$ cat src/rtl/sayuru_arb_pkg.sv
// sayuru_arb_pkg
// Shared types for the sayuru two-master port arbiter.
//   state_t                 : arbiter FSM states (ARB = free choice, HOLD = selection frozen)
//   owner_t                 : 1-bit master ID recorded per granted transaction
//   MAX_OUTSTANDING_DEFAULT : default owner FIFO depth
package sayuru_arb_pkg;

   typedef enum logic {
      ARB  = 1'b0,
      HOLD = 1'b1
   } state_t;

   typedef logic owner_t;

   localparam int MAX_OUTSTANDING_DEFAULT = 4;

endpackage

$ cat src/rtl/sayuru_owner_fifo.sv
// sayuru_owner_fifo
// In-order FIFO of owner IDs, one entry per granted downstream transaction.
// Ports:
//   clk, rst_n : clock, asynchronous active-low reset (empties the FIFO)
//   push       : write push_id (ignored while full)
//   push_id    : owner of the transaction just granted
//   pop        : retire the head entry (ignored while empty)
//   full/empty : occupancy flags
//   head       : owner of the oldest outstanding transaction
// Pointers carry one extra wrap bit, so their difference is the occupancy
// count and distinguishes full from empty without a separate counter.
module sayuru_owner_fifo
   import sayuru_arb_pkg::*;
#(
   parameter int DEPTH = MAX_OUTSTANDING_DEFAULT
) (
   input  logic   clk,
   input  logic   rst_n,
   input  logic   push,
   input  owner_t push_id,
   input  logic   pop,
   output logic   full,
   output logic   empty,
   output owner_t head
);

   localparam int AW = $clog2(DEPTH);
   localparam logic [AW:0] FULL_CNT = (AW+1)'(DEPTH);

   owner_t        mem [DEPTH];
   logic [AW:0]   wr_ptr;
   logic [AW:0]   rd_ptr;
   logic [AW:0]   count;
   logic          do_push;
   logic          do_pop;

   assign count   = wr_ptr - rd_ptr;
   assign full    = (count == FULL_CNT);
   assign empty   = (count == '0);
   assign do_push = push && !full;
   assign do_pop  = pop && !empty;
   assign head    = mem[rd_ptr[AW-1:0]];

   always_ff @(posedge clk or negedge rst_n) begin
      if (!rst_n) begin
         wr_ptr <= '0;
         rd_ptr <= '0;
      end else begin
         if (do_push) wr_ptr <= wr_ptr + 1'b1;
         if (do_pop)  rd_ptr <= rd_ptr + 1'b1;
      end
   end

   // Storage needs no reset: entries are only read between push and pop.
   always_ff @(posedge clk) begin
      if (do_push) mem[wr_ptr[AW-1:0]] <= push_id;
   end

endmodule

$ cat src/rtl/sayuru_port_arbiter.sv
// sayuru_port_arbiter
// Round-robin arbiter sharing one req/gnt/rvalid slave port between two
// masters (typically instruction fetch on m0, data on m1).
// Ports:
//   clk, rst_n               : clock, asynchronous active-low reset
//   mN_data_*                : master N request fields in, gnt/rvalid/rdata out
//   out_data_*               : downstream request fields out, gnt/rvalid/rdata in
//   m0_gnt_count/m1_gnt_count: free-running grant counters (wrap at 2^32)
//   protocol_err_o           : sticky, set by an rvalid with nothing outstanding
//   dbg_state, dbg_prio      : FSM state and round-robin pointer for observation
//
// Handshake: a request transfers in the cycle where req and gnt are both high;
// the requester keeps req and its fields stable until then. Each transfer
// returns exactly one rvalid, in order, at least one cycle after its gnt.
module sayuru_port_arbiter
   import sayuru_arb_pkg::*;
#(
   parameter int ADDR_WIDTH      = 16,
   parameter int DATA_WIDTH      = 32,
   parameter int MAX_OUTSTANDING = MAX_OUTSTANDING_DEFAULT
) (
   input  logic                    clk,
   input  logic                    rst_n,

   input  logic                    m0_data_req_i,
   output logic                    m0_data_gnt_o,
   output logic                    m0_data_rvalid_o,
   input  logic [ADDR_WIDTH-1:0]   m0_data_addr_i,
   input  logic                    m0_data_we_i,
   input  logic [DATA_WIDTH/8-1:0] m0_data_be_i,
   input  logic [DATA_WIDTH-1:0]   m0_data_wdata_i,
   output logic [DATA_WIDTH-1:0]   m0_data_rdata_o,

   input  logic                    m1_data_req_i,
   output logic                    m1_data_gnt_o,
   output logic                    m1_data_rvalid_o,
   input  logic [ADDR_WIDTH-1:0]   m1_data_addr_i,
   input  logic                    m1_data_we_i,
   input  logic [DATA_WIDTH/8-1:0] m1_data_be_i,
   input  logic [DATA_WIDTH-1:0]   m1_data_wdata_i,
   output logic [DATA_WIDTH-1:0]   m1_data_rdata_o,

   output logic                    out_data_req_o,
   input  logic                    out_data_gnt_i,
   input  logic                    out_data_rvalid_i,
   output logic [ADDR_WIDTH-1:0]   out_data_addr_o,
   output logic                    out_data_we_o,
   output logic [DATA_WIDTH/8-1:0] out_data_be_o,
   output logic [DATA_WIDTH-1:0]   out_data_wdata_o,
   input  logic [DATA_WIDTH-1:0]   out_data_rdata_i,

   output logic [31:0]             m0_gnt_count,
   output logic [31:0]             m1_gnt_count,
   output logic                    protocol_err_o,

   output state_t                  dbg_state,
   output owner_t                  dbg_prio
);

   state_t state_q, state_d;
   owner_t prio_q, prio_d;
   owner_t sel_q, sel_d;

   owner_t winner;
   logic   winner_valid;
   owner_t sel;
   logic   sel_req;
   logic   grant;
   logic   fifo_full;
   logic   fifo_empty;
   owner_t fifo_head;
   logic   pop;

   // ARB-state choice: the round-robin pointer only matters on contention.
   always_comb begin
      winner_valid = m0_data_req_i || m1_data_req_i;
      if (m0_data_req_i && m1_data_req_i) winner = prio_q;
      else if (m1_data_req_i)             winner = 1'b1;
      else                                winner = 1'b0;
   end

   // In HOLD the choice is frozen so a waiting request cannot be swapped
   // for the other master's while the slave is still deciding.
   always_comb begin
      if (state_q == HOLD) begin
         sel     = sel_q;
         sel_req = sel_q ? m1_data_req_i : m0_data_req_i;
      end else begin
         sel     = winner;
         sel_req = winner_valid;
      end
   end

   // A full owner FIFO blocks forwarding; a pop in the same cycle does not
   // bypass this, the freed slot is usable from the next cycle.
   assign out_data_req_o   = sel_req && !fifo_full;
   assign grant            = out_data_req_o && out_data_gnt_i;
   assign out_data_addr_o  = sel ? m1_data_addr_i  : m0_data_addr_i;
   assign out_data_we_o    = sel ? m1_data_we_i    : m0_data_we_i;
   assign out_data_be_o    = sel ? m1_data_be_i    : m0_data_be_i;
   assign out_data_wdata_o = sel ? m1_data_wdata_i : m0_data_wdata_i;

   assign m0_data_gnt_o = grant && (sel == 1'b0);
   assign m1_data_gnt_o = grant && (sel == 1'b1);

   // Responses are steered by the oldest outstanding owner; an rvalid with
   // nothing outstanding is dropped and flagged.
   assign pop              = out_data_rvalid_i && !fifo_empty;
   assign m0_data_rvalid_o = pop && (fifo_head == 1'b0);
   assign m1_data_rvalid_o = pop && (fifo_head == 1'b1);
   assign m0_data_rdata_o  = out_data_rdata_i;
   assign m1_data_rdata_o  = out_data_rdata_i;

   always_comb begin
      state_d = state_q;
      prio_d  = prio_q;
      sel_d   = sel_q;
      if (grant) prio_d = ~sel;
      case (state_q)
         ARB: begin
            if (out_data_req_o && !out_data_gnt_i) begin
               sel_d   = winner;
               state_d = HOLD;
            end
         end
         HOLD: begin
            // Leaving on a dropped request (a protocol violation by the
            // master) releases the port without recording a transaction.
            if (grant || !sel_req) state_d = ARB;
         end
         default: state_d = ARB;
      endcase
   end

   always_ff @(posedge clk or negedge rst_n) begin
      if (!rst_n) begin
         state_q        <= ARB;
         prio_q         <= 1'b0;
         sel_q          <= 1'b0;
         m0_gnt_count   <= '0;
         m1_gnt_count   <= '0;
         protocol_err_o <= 1'b0;
      end else begin
         state_q <= state_d;
         prio_q  <= prio_d;
         sel_q   <= sel_d;
         if (m0_data_gnt_o) m0_gnt_count <= m0_gnt_count + 32'd1;
         if (m1_data_gnt_o) m1_gnt_count <= m1_gnt_count + 32'd1;
         if (out_data_rvalid_i && fifo_empty) protocol_err_o <= 1'b1;
      end
   end

   assign dbg_state = state_q;
   assign dbg_prio  = prio_q;

   sayuru_owner_fifo #(
      .DEPTH (MAX_OUTSTANDING)
   ) u_owner_fifo (
      .clk     (clk),
      .rst_n   (rst_n),
      .push    (grant),
      .push_id (sel),
      .pop     (pop),
      .full    (fifo_full),
      .empty   (fifo_empty),
      .head    (fifo_head)
   );

endmodule

$ cat config.mk
export PLATFORM = sky130hd
export DESIGN_NAME = sayuru_port_arbiter
export DESIGN_NICKNAME = d
export VERILOG_FILES = /design/src/rtl/sayuru_arb_pkg.sv /design/src/rtl/sayuru_owner_fifo.sv /design/src/rtl/sayuru_port_arbiter.sv
export SDC_FILE = /design/constraint.sdc
export NUM_CORES = 1
export LEC_CHECK = 0
export CORE_AREA = 5 5 126 128
export CTS_BUF_LIST = sky130_fd_sc_hd__clkbuf_8 sky130_fd_sc_hd__clkbuf_16
export CTS_CLUSTER_SIZE = 14
export DETAILED_ROUTE_END_ITERATION = 12
export DIE_AREA = 0 0 131 133
export PLACE_DENSITY = 0.77
export SYNTH_ARGS = -nofsm -noshare
export SYNTH_HDL_FRONTEND = slang
export SYNTH_HIERARCHICAL = 1
export SYNTH_SLANG_ARGS = --single-unit
$ cat constraint.sdc
create_clock -name clk -period 3.3 [get_ports clk]
set_input_delay 0.66 -clock clk [delete_from_list [all_inputs] [get_ports clk]]
set_output_delay 0.66 -clock clk [all_outputs]
set_load 0.1 [all_outputs]
### Word-level counts from Yosys, hierarchy flattened

Memories as Yosys holds them, arrays and structs flattened.
Index checks and enable logic that the tools add are counted.

| word-level totals | value |
|---|---|
| bits in registers | 74 |
| RAM bits | 4 |
| input bits | 144 |
| output and inout port bits | 189 |
| word-level logic and storage cells | 52 |
| memories | 1 |

| operators by class | value |
|---|---|
| add/sub/neg operators | 5 |
| equal/unequal tests | 1 |
| muxes and demuxes | 14 |
| bitwise operators | 3 |
| reductions and logical operators | 20 |

Memories:

| name | depth | bits a word | read ports | clocked after Yosys merged registers in | wr ports | RTL line | source |
|---|---|---|---|---|---|---|---|
| u_owner_fifo.mem | 4 | 1 | 1 | 0 | 1 | sayuru_owner_fifo.sv:30 | `owner_t mem [DEPTH];` |

Operator list:

| operator | count |
|---|---|
| 32-bit by 1-bit adder with 32-bit output, second input constant | 2 |
| 32-bit two-way mux | 1 |
| 16-bit two-way mux | 1 |
| 1-bit logical AND | 12 |
| 1-bit two-way mux | 10 |
| 3-bit by 1-bit adder with 3-bit output, second input constant | 2 |
| 1-bit logical NOT | 4 |
| 4-bit two-way mux | 1 |
| 3-bit equality test, second input constant | 1 |
| 3-bit logical NOT | 1 |
| 1-bit inverter | 3 |
| 3-bit subtractor | 1 |
| 1-bit logical OR | 2 |
| 1-bit case mux with 2 select lines | 1 |
| 2-bit AND reduction | 1 |

### Longest topological paths before layout

Gate-level depths: netlist of run 1.

| depth | value |
|---|---|
| depth after elaboration | 8 |
| mapped depth | 11 |
| gate-level depth less buffers | 11 |

### By module

Netlist of run 1, hierarchy kept.

Modules (own cells, without submodules):

| module | times used | cells each | area an instance (µm²) |
|---|---|---|---|
| sayuru_port_arbiter | 1 | 526 | 4280.4 |
| sayuru_owner_fifo | 1 | 42 | 593.1 |

### Least setup slack after synthesis of run 1

OpenSTA, ideal clock, no wires.

| timing path | value |
|---|---|
| kind | reg-to-output |
| start | register u_owner_fifo.wr_ptr[0] |
| end | output m0_data_rvalid_o |
| data arrival time | 2.806 ns |
| data required time | 2.640 ns |
| setup slack | -0.166 ns |
| stages on the path, launching flop included | 8 |
| buffers on the path | 0 |
| path through | dfrtp_1 > inv_1 > ha_1 > nor2b_1 > xnor2_4 > nor2_1 > nor2b_1 > nor2b_1 |

| on the way | value |
|---|---|
| cells in the longest elaborated chain, start to end | 5 |

RTL lines:

| element | RTL line | source |
|---|---|---|
| start: declaration | sayuru_owner_fifo.sv:31 | `logic [AW:0] wr_ptr;` |
| start signal: assignment | sayuru_owner_fifo.sv:49 | `if (do_push) wr_ptr <= wr_ptr + 1'b1;` |
| 3-bit subtractor | sayuru_owner_fifo.sv:37 | `assign count = wr_ptr - rd_ptr;` |
| 3-bit logical NOT | sayuru_owner_fifo.sv:39 | `assign empty = (count == '0);` |
| named net fifo_empty | sayuru_port_arbiter.sv:70 | `logic fifo_empty;` |
| 1-bit logical NOT | sayuru_port_arbiter.sv:108 | `assign pop = out_data_rvalid_i && !fifo_empty;` |
| 1-bit logical AND | sayuru_port_arbiter.sv:108 |  |
| named net pop | sayuru_port_arbiter.sv:72 | `logic pop;` |
| 1-bit logical AND | sayuru_port_arbiter.sv:109 | `assign m0_data_rvalid_o = pop && (fifo_head == 1'b0);` |
| end: declaration | sayuru_port_arbiter.sv:27 | `output logic m0_data_rvalid_o,` |

The timed path passes the listed nets, and every way through them passes these cells.

### Final worst setup path of run 1

| timing path | value |
|---|---|
| start | input m0_data_req_i |
| end | output out_data_addr_o[12] |

| on the way | value |
|---|---|
| cells in the longest elaborated chain, start to end | 4 |

RTL lines:

| element | RTL line | source |
|---|---|---|
| start: declaration | sayuru_port_arbiter.sv:25 | `input logic m0_data_req_i,` |
| 1-bit logical AND | sayuru_port_arbiter.sv:77 | `if (m0_data_req_i && m1_data_req_i) winner = prio_q;` |
| 1-bit two-way mux | sayuru_port_arbiter.sv:77 |  |
| 1-bit two-way mux | sayuru_port_arbiter.sv:85 | `if (state_q == HOLD) begin` |
| 16-bit two-way mux | sayuru_port_arbiter.sv:98 | `assign out_data_addr_o = sel ? m1_data_addr_i : m0_data_addr_i;` |
| end: declaration | sayuru_port_arbiter.sv:46 | `output logic [ADDR_WIDTH-1:0] out_data_addr_o,` |

Every way passes these cells.

==> out/results.ini, run 1 <==
[outcome]
status=complete, no violations

[floorplan]
num_rows=45
die_area_mm2=0.0174
core_mm2=0.0148
start_util_pct=33.0
die_h_um=133
die_w_um=131
pin_count=333

[grt]
grt_use_total_pct=18.8
grt_max_degree=75
grt_antenna_before_repair=3
grt_pass1_vias=4293
grt_overflow=0
grt_pass1_wl_um=24800

[worst_setup_path]
crit_arrival_ps=2490
path_delay_family=buffers and inverters
worstPathRequired_ps=2640
critPathBufInv=3
path_max_fanout=58
crit_slowest_cell=clkdlybuf4s50_1
critPathLaunchType=primary input
crit_path_max_incr_delay_ps=550
path_class=in -> out
end_kind=primary output
cp_cell_sequence=clkdlybuf4s50_1 > nand2b_1 > a22oi_2 > buf_12 > nand2_1 > nand2_1 > buf_12

[power_and_ir_drop]
ir_worst_vdd_mv=0.811
p_leak_uw=0.00370
power_uw=8410
p_per_area_mw_per_mm2=1080

[clock_network]
cts_root_buf=clkbuf_16
clk_pin_slew_worst_paths_ps=60
clock_latency_ps=340
cts_tree=done
htreeDepth=3
clock_path_buffers=2
holdBufCountCts=0
cts_buffers=9
cts_sinks=78

[layout]
multi_input_area_mm2=0.00234
seq_area_mm2=0.00197
syn_to_final_growth_pct=60.2
n_antenna_cell=0
drive_above_1_share_pct=24.0
n_fill_cell=1335
fin_nets=898

[yosys]
async_flop_share_pct=94.9
synthesis.area_mm2=0.00487
synthCells=568
yosysWarnings=6
netlist_top_cells_count=nand2_1 (192), dfrtp_1 (74), buf_4 (64)
synth_ff_type=dfrtp_1
synth_edf_count=4
yosys-top-cells-area=dfrtp_1 (38%), nand2_1 (15%), buf_4 (9.9%)
yosysUniqueCellTypes=46
seq_area_frac_synth_pct=40.5
yosysTopAreaCell=dfrtp_1
synth-seq-cells=78
syn_avg_cell_area_um2=8.58
synth_nets=721
synthMostInstantiatedCell=nand2_1
yosysTopAreaCellShare_pct=38.0

[sta]
fin_crit_ps=3150
max_freq_mhz=317
final.setup.tns_ps=0
setup_viol=0
relSlewSlack_pct=37.2
skew_ps=5.63
fin_crit_sh_pct=95.5
rsz0062_at_grt=false
tightest_slew_ps=942
report.final.slew_viol_count=0
finalHoldViolCount=0

[place]
numPortBuffers=236
dp_hpwl_um=13900
place_congestion=0.869

[drt]
wirelength_um=16800
vias_per_cell=4.64
drtIter0Drc=236
wire_per_inst_um=17.9
drt_first_pass_iters=5
drc_errors=0
ant_nets=0
dr_total_vias=4354

[worst_hold_path]
hp-class=reg -> reg

[run]
maxCapViolations=0

-- what timing repair did --
| item | CTS | global route |
|---|---|---|
| pin swaps | 0 | 2 |
| endpoints found under the setup margin | 2 | 6 |
| gates cloned | 0 | 0 |
| setup buffers | 0 | 1 |
| gates resized for setup | 3 | 2 |
-- power by group --
group          internal [µW]  total, µW  switching [µW]
logic                   2000       6120            4130
clock network            618       1000             386
registers               1110       1280             174
-- per-layer routing --
layer  track usage, %  wire (µm)  part of all wire, %  vias to the layer above
met2             30.6       8260                   49                      197
met1             21.4       6270                   37                     1994
li1                 -          -                    -                     2127
met3             9.00       1730                   10                       30
met4             6.11        493                  2.9                        6
met5                0         39                 0.23                        -
-- cells in the final DEF (no fill, tap or decap), types with 9 or more instances in the layout --
| cell | count |
|---|---|
| nand2_1 | 183 |
| clkdlybuf4s50_1 | 110 |
| nor3_1 | 10 |
| nand3_1 | 21 |
| nor2_1 | 16 |
| nand2_2 | 9 |
| nor4_1 | 9 |
| dfrtp_1 | 73 |
| nand4_1 | 18 |
| ha_1 | 9 |
| buf_4 | 74 |
| inv_1 | 17 |
| buf_12 | 61 |
| xnor2_1 | 49 |
| xor2_1 | 17 |
| clkbuf_16 | 10 |
-- metrics by stage --
stage / util [%] / hold WS, ps / cell area, µm² / worst slack, ps / std cells
final: 52.9 / 466 / 7810 / 149 / 938
after global routing: 52.9 / 494 / 7810 / 11.5 / 938
after detailed placement: 50.6 / 455 / 7460 / 73.9 / 921
after CTS: 52.8 / 468 / 7790 / 5.67 / 937
after floorplan: - / 364 / 4900 / 34.5 / 568
after global placement: 50.6 / 455 / 7460 / 119 / 921
-- path summary, 6_finish.rpt --
| path | slack [ps] | end | cells after the start | start |
|---|---|---|---|---|
| setup / recovery | 150 | out_data_addr_o[12] | 7 | m0_data_req_i |
| hold reg to reg | 470 | protocol_err_o$_DFFE_PN0P_ | 1 | protocol_err_o$_DFFE_PN0P_ |
| min in group asynchronous | 490 | m1_gnt_count[14]$_DFFE_PN0P_ | 1 | rst_n |
| max in group asynchronous | 2170 | dbg_state$_DFF_PN0_ | 1 | rst_n |
| hold / removal | 470 | protocol_err_o$_DFFE_PN0P_ | 1 | protocol_err_o$_DFFE_PN0P_ |
| setup reg to reg | 290 | m0_gnt_count[31]$_DFFE_PN0P_ | 11 | u_owner_fifo/wr_ptr[0]$_DFFE_PN0P_ |
-- sequential cells by signal (all words and copies together) (netlist names) --
signal               flops
dbg_state                1
dbg_prio                 1
u_owner_fifo/mem         4
m1_gnt_count            32
u_owner_fifo/rd_ptr      3
protocol_err_o           1
sel_q                    1
m0_gnt_count            32
u_owner_fifo/wr_ptr      3
-- cells by family (layout without fill, tap and decap cells) --
kind of cell | count (synthesis) | after routing | share of synthesized area [%]
AO/OA/AOI/OAI | 11 | 11 | 2.62
flip-flops | 78 | 78 | 40.5
buffers and inverters | 97 | 279 | 12.5
XOR/XNOR | 68 | 68 | 12.8
multiplexers | 4 | 4 | 1.23
AND/OR/NAND/NOR | 301 | 301 | 28.1
adder cells (fa/ha/maj) | 9 | 9 | 2.31
-- worst register-to-register path: stages (launching register included) --
cell and delay (ps):
dfrtp_1 410, inv_1 170, ha_1 180, nor2b_2 250
xnor2_4 120, nor2b_4 150, nand2b_1 200, a211oi_4 270
buf_4 190, nand4_1 350, nor4_1 460, xor2_1 190
-- cell type report --
type | instances | share of cell area [%]
Inverter | 18 | 0.865
Timing Repair Buffer | 245 | 36.9
Tap cell | 188 | 3.01
Clock buffer | 13 | 3.73
Multi-Input combinational cell | 393 | 30.0
Clock inverter | 3 | 0.304
Sequential cell | 78 | 25.3
(Power assumes the default switching activity.)
==> inputs of run 2 (changes only) <==
--- a/config.mk
+++ b/config.mk
@@ -10,7 +10,9 @@
 export CTS_CLUSTER_SIZE = 14
 export DETAILED_ROUTE_END_ITERATION = 12
 export DIE_AREA = 0 0 131 133
+export HOLD_SLACK_MARGIN = 0.06
 export PLACE_DENSITY = 0.77
+export RECOVER_POWER = 100
 export SYNTH_ARGS = -nofsm -noshare
 export SYNTH_HDL_FRONTEND = slang
 export SYNTH_HIERARCHICAL = 1
==> run 2 against run 1 <==
The flow now finishes with violations (max-capacitance violations, max-slew violations). Sequential share of layout area up 3.2 points. Maximum frequency decreased by 1.7%. Highest routed layer unchanged. Clock power barely moved. Count of clock-buffer cells in the layout did not move. Critical path type unchanged.
==> out/results.ini, run 2 (synthesis gave the netlist of run 1 again) <==
[outcome]
status=finished with violations
violations=max-capacitance violations, max-slew violations

[worst_setup_path]
crit_top_cell=nand2_1
critPathLaunchType=primary input
reg2reg_slack_ps=300
crit_path_max_incr_delay_ps=550
worstPathRequired_ps=2640
path_class=in -> out
crit_slowest_cell=clkdlybuf4s50_1
path_max_fanout=58
cp_cell_sequence=clkdlybuf4s50_1 > nand2b_1 > a22oi_2 > buf_12 > nand2_1 > nand2_1 > buf_4
crit_arrival_ps=2550
end_kind=primary output

[drt]
dr_total_vias=4395
highest_layer=met5
drc_errors=0
drt_first_pass_iters=5
dr_wl_met3_um=1790
wirelength_met1_um=6430
drtIter0Drc=197
wl_met2_um=8270
ant_nets=0
wirelength_um=17000
vias_per_cell=4.69
wire_per_inst_um=18.1

[floorplan]
pin_count=333
die_area_mm2=0.0174
die_w_um=131
num_rows=45
start_util_pct=33.0
die_h_um=133
core_mm2=0.0148

[layout]
fin_nets=898
drive_above_1_share_pct=13.9
syn_to_final_growth_pct=42.0
final_common_cell=nand2_1
n_fill_cell=1509
seq_area_mm2=0.00197
n_antenna_cell=0
stdcell_area_mm2=0.00692
final_cell_mix=nand2_1 (183), clkdlybuf4s50_1 (110), dfrtp_1 (73), clkbuf_1 (71), xnor2_1 (49)
multi_input_area_mm2=0.00229

[sta]
setup_viol=0
finalHoldViolCount=0
report.final.slew_viol_count=75
max_freq_mhz=312
tightest_slew_ps=1880
relSlewSlack_pct=-25.6
fin_crit_sh_pct=97.2
fin_crit_ps=3210
rsz0062_at_grt=false
skew_ps=5.99
final.setup.tns_ps=0

[grt]
grt_overflow=0
grt_pass1_wl_um=24800
grt_max_degree=75
grt_antenna_before_repair=3
grt_pass1_vias=4293
grt_use_total_pct=18.8

[clock_network]
cts_root_buf=clkbuf_16
clk_pin_slew_worst_paths_ps=60
holdBufCountCts=0
cts_tree=done
htreeDepth=3
cts_buffers=9
clock_path_buffers=2
cts_sinks=78
clock_latency_ps=340

[run]
maxCapViolations=1

[place]
dpl_cell_area_mm2=0.00746
numPortBuffers=236
dp_hpwl_um=13900
place_congestion=0.869

[power_and_ir_drop]
swShare_pct=60.3
p_switching_uw=4520
ir_worst_vdd_mv=0.738
p_per_area_mw_per_mm2=1080
combinationalPowerShare_pct=69.5
p_clk_share_pct=13.4
p_leak_uw=0.00317
pwr-share-seq_pct=17.1
power_uw=7500
p_int_uw=2980

[worst_hold_path]
hp-class=reg -> reg

run 2: cell types whose count changed in the layout (fill, tap and decap cells not counted), moves of 2 or more:
cell      before  now
clkbuf_4       0   15
and2_0         0    4
a31oi_1        0    2
clkbuf_1       0   71
clkbuf_2       0    2
buf_6          0   22
buf_12        61    9
buf_4         74   16
and2_1         6    2
run 2: final cells by class:
type                    count  area share, %
inverters                  18          0.976
multi-input cells         393           33.1
clock buffers              13           4.21
well taps                 188           3.40
clock inverters             3          0.344
flip-flops and latches     78           28.5
repair buffers            245           29.5
run 2: worst paths after layout:
kind / startpoint / cells past startpoint / endpoint
setup / recovery: m0_data_req_i / 7 / out_data_addr_o[12]
hold / removal: protocol_err_o$_DFFE_PN0P_ / 1 / protocol_err_o$_DFFE_PN0P_
setup reg to reg: u_owner_fifo/wr_ptr[0]$_DFFE_PN0P_ / 11 / m0_gnt_count[31]$_DFFE_PN0P_
hold reg to reg: protocol_err_o$_DFFE_PN0P_ / 1 / protocol_err_o$_DFFE_PN0P_
max in group asynchronous: rst_n / 1 / dbg_state$_DFF_PN0_
min in group asynchronous: rst_n / 1 / m1_gnt_count[14]$_DFFE_PN0P_
run 2: per-stage QoR:
step                      utilization, %  std cells  setup slack (ps)  hold WS (ps)
after floorplan                        -        568              34.5           364
after global placement              50.6        921               119           455
after detailed placement            50.6        921              73.9           455
after CTS                           52.8        937              5.67           468
after global routing                46.9        938              25.0           490
final                               46.9        938              93.5           461
run 2: power by group through the flow:
| stage | sequential [µW] | clock [µW] | combinational [µW] |
|---|---|---|---|
| after global placement | 1290 | 0 | 6070 |
| after CTS | 1280 | 1030 | 6130 |
| after detailed placement | 1290 | 0 | 6100 |
| after floorplan | 1790 | 0 | 3770 |
| after global routing | 1300 | 1060 | 5430 |
| final | 1280 | 1010 | 5210 |
run 2: what timing repair did:
item | 4_1_cts | 5_1_grt
endpoints found under the hold margin | 0 | 0
resized for setup | 3 | 2
pin swaps | 0 | 2
setup buffers | 0 | 1
endpoints found under the setup margin | 2 | 6
run 2: worst max-delay path: cells and delay by family:
kind / cells / cell delay [ps]
buffers and inverters: 3 / 1130
AO/OA/AOI/OAI: 1 / 280
AND/OR/NAND/NOR: 3 / 430
run 2: metal layers:
| metal | global-route usage [%] | vias to the layer above |
|---|---|---|
| li1 | - | 2123 |
| met5 | 0 | - |
| met2 | 30.6 | 209 |
| met3 | 9.00 | 29 |
| met4 | 6.11 | 6 |
| met1 | 21.4 | 2028 |
==> inputs of run 3 (changes only) <==
--- a/config.mk
+++ b/config.mk
@@ -5,13 +5,14 @@
 export SDC_FILE = /design/constraint.sdc
 export NUM_CORES = 1
 export LEC_CHECK = 0
-export CORE_AREA = 5 5 126 128
+export CORE_AREA = 2 2 129 131
 export CTS_BUF_LIST = sky130_fd_sc_hd__clkbuf_8 sky130_fd_sc_hd__clkbuf_16
 export CTS_CLUSTER_SIZE = 14
 export DETAILED_ROUTE_END_ITERATION = 12
 export DIE_AREA = 0 0 131 133
 export HOLD_SLACK_MARGIN = 0.06
-export PLACE_DENSITY = 0.77
+export MAX_ROUTING_LAYER = met4
+export PLACE_DENSITY = 0.74
 export RECOVER_POWER = 100
 export SYNTH_ARGS = -nofsm -noshare
 export SYNTH_HDL_FRONTEND = slang
==> constraint.sdc (replaced) <==
create_clock -name clk -period 2.9 [get_ports clk]
set_input_delay 0.58 -clock clk [delete_from_list [all_inputs] [get_ports clk]]
set_output_delay 0.58 -clock clk [all_outputs]
set_load 0.1 [all_outputs]
==> run 3 against run 2 <==
Sequential power rose by 15%. The run still ends with max-capacitance violations, max-slew violations left. Via count rose by 1.3%. Clock skew barely moved. Largest power group unchanged. Hold slack got worse by 7.0 ps. Total power rose by 33%.
==> out/results.ini, run 3 (synthesis gave the netlist of run 1 again) <==
[outcome]
status=finished with violations
violations=max-capacitance violations, max-slew violations

[worst_setup_path]
crit_slowest_cell=clkdlybuf4s50_1
worstPathRequired_ps=2320
crit_path_max_incr_delay_ps=470
cp_cell_sequence=clkdlybuf4s50_1 > nand2b_1 > a22oi_2 > buf_4 > buf_12 > nand2_1 > nand2_2 > buf_12
path_max_fanout=35
crit_top_cell=buf_12
critPathLaunchType=primary input
end_kind=primary output
crit_arrival_ps=2260
path_class=in -> out

[power_and_ir_drop]
p_leak_uw=0.00356
ir_worst_vdd_mv=0.721
p_per_area_mw_per_mm2=1250

[grt]
grt_antenna_before_repair=1
grt_pass1_wl_um=25100
grt_use_total_pct=19.7
grt_pass1_vias=4490
grt_max_degree=46
grt_overflow=0

[layout]
n_fill_cell=1516
syn_to_final_growth_pct=64.0
multi_input_area_mm2=0.00252
seq_area_mm2=0.00198
fin_nets=919
drive_above_1_share_pct=25.3
final_common_cell=nand2_1
fin_cells=992
final_cell_mix=nand2_1 (143), clkdlybuf4s50_1 (110), dfrtp_1 (70), buf_12 (64), clkbuf_1 (61)

[run]
maxCapViolations=1

[sta]
setup_viol=0
fin_crit_ps=2840
rsz0062_at_grt=true
fin_crit_sh_pct=97.9
relSlewSlack_pct=-14.8
final.setup.tns_ps=0
tightest_slew_ps=1720
max_freq_mhz=352
skew_ps=6.18
fin_ws_ps=62.3
report.final.slew_viol_count=30
whs_ps=454
finalHoldViolCount=0

[clock_network]
clock_path_buffers=2
htreeDepth=3
cts_root_buf=clkbuf_16
cts_buffers=9
cts_sinks=78
clock_latency_ps=330
cts_tree=done
clk_pin_slew_worst_paths_ps=60

[drt]
dr_total_vias=4453
drtIter0Drc=222
wl_met2_um=8050
vias_per_cell=4.49
wire_per_inst_um=17.1
highest_layer=met4
drc_errors=0
wirelength_met1_um=6880
wirelength_um=17000
ant_nets=0
drt_first_pass_iters=4
dr_wl_met3_um=1710

[worst_hold_path]
hp-class=reg -> reg

[place]
dp_hpwl_um=13800
numPortBuffers=236
dpl.cell_count=963
pre_cts_slack_ps=16.1
place_congestion=0.869

[floorplan]
num_rows=47
core_mm2=0.0162
die_w_um=131
die_area_mm2=0.0174
start_util_pct=30.1
die_h_um=133
pin_count=333

run 3: cell types whose count changed in the layout (fill, tap and decap cells not counted), moves of 3 or more:
cell,delta
buf_12,+55
nand2_1,-40
nand2_2,+40
buf_6,-21
clkbuf_4,-15
buf_4,+14
clkbuf_1,-10
nor4_1,-5
and2_0,-4
and2_1,+4
nor4_2,+4
clkbuf_8,-3
dfrtp_1,-3
dfrtp_2,+3
run 3: final timing paths:
kind	start	to	slack (ps)	cells after the start
worst min-delay path	protocol_err_o$_DFFE_PN0P_	protocol_err_o$_DFFE_PN0P_	450	1
worst max-delay path	m0_data_req_i	out_data_wdata_o[9]	60	8
max in group asynchronous	rst_n	u_owner_fifo/wr_ptr[1]$_DFFE_PN0P_	1080	1
min in group asynchronous	rst_n	m1_gnt_count[18]$_DFFE_PN0P_	690	1
worst max register to register	u_owner_fifo/rd_ptr[0]$_DFFE_PN0P_	m0_gnt_count[31]$_DFFE_PN0P_	150	15
worst min register to register	protocol_err_o$_DFFE_PN0P_	protocol_err_o$_DFFE_PN0P_	450	1
run 3: repair_timing:
action                                  in CTS  in global routing
resized for setup                            7                  9
hold buffers                                 0                  0
gates cloned                                 0                  0
endpoints found under the setup margin       3                 36
buffers inserted                             6                  6
pin swaps                                    3                  5
run 3: area by class of cell:
class	instances	share of cell area, %
Tap cell	220	3.44
Timing Repair Buffer	266	35.6
Clock buffer	9	2.82
Sequential cell	78	24.7
Antenna cell	1	0.0313
Inverter	18	0.892
Clock inverter	7	0.892
Multi-Input combinational cell	393	31.6
run 3: critical path, delay by kind of cell:
family | cells | cell delay (ps)
compound gates | 1 | 300
buf+inv | 4 | 1000
simple gates | 3 | 350
run 3: power breakdown:
part / leakage, µW / total [µW] / internal [µW] / switching (µW)
Sequential: 0.000985 / 1470 / 1260 / 205
Combinational: 0.00242 / 7370 / 2510 / 4860
Clock: 0.000146 / 1130 / 669 / 457
run 3: routing by layer:
metal,up-vias,GRT usage (%)
li1,2171,-
met1,2072,24.0
met2,193,30.1
met3,17,8.01
met4,0,5.44
met5,-,-
run 3: per-stage QoR:
step / utilization [%] / instance area (µm²) / power [µW]
final: 49.4 / 7990 / 9960
after global routing: 49.4 / 7990 / 10400
after CTS: 50.2 / 8130 / 10000
after detailed placement: 47.9 / 7740 / 8700
after global placement: 47.9 / 7740 / 8640
after floorplan: - / 5030 / 6460
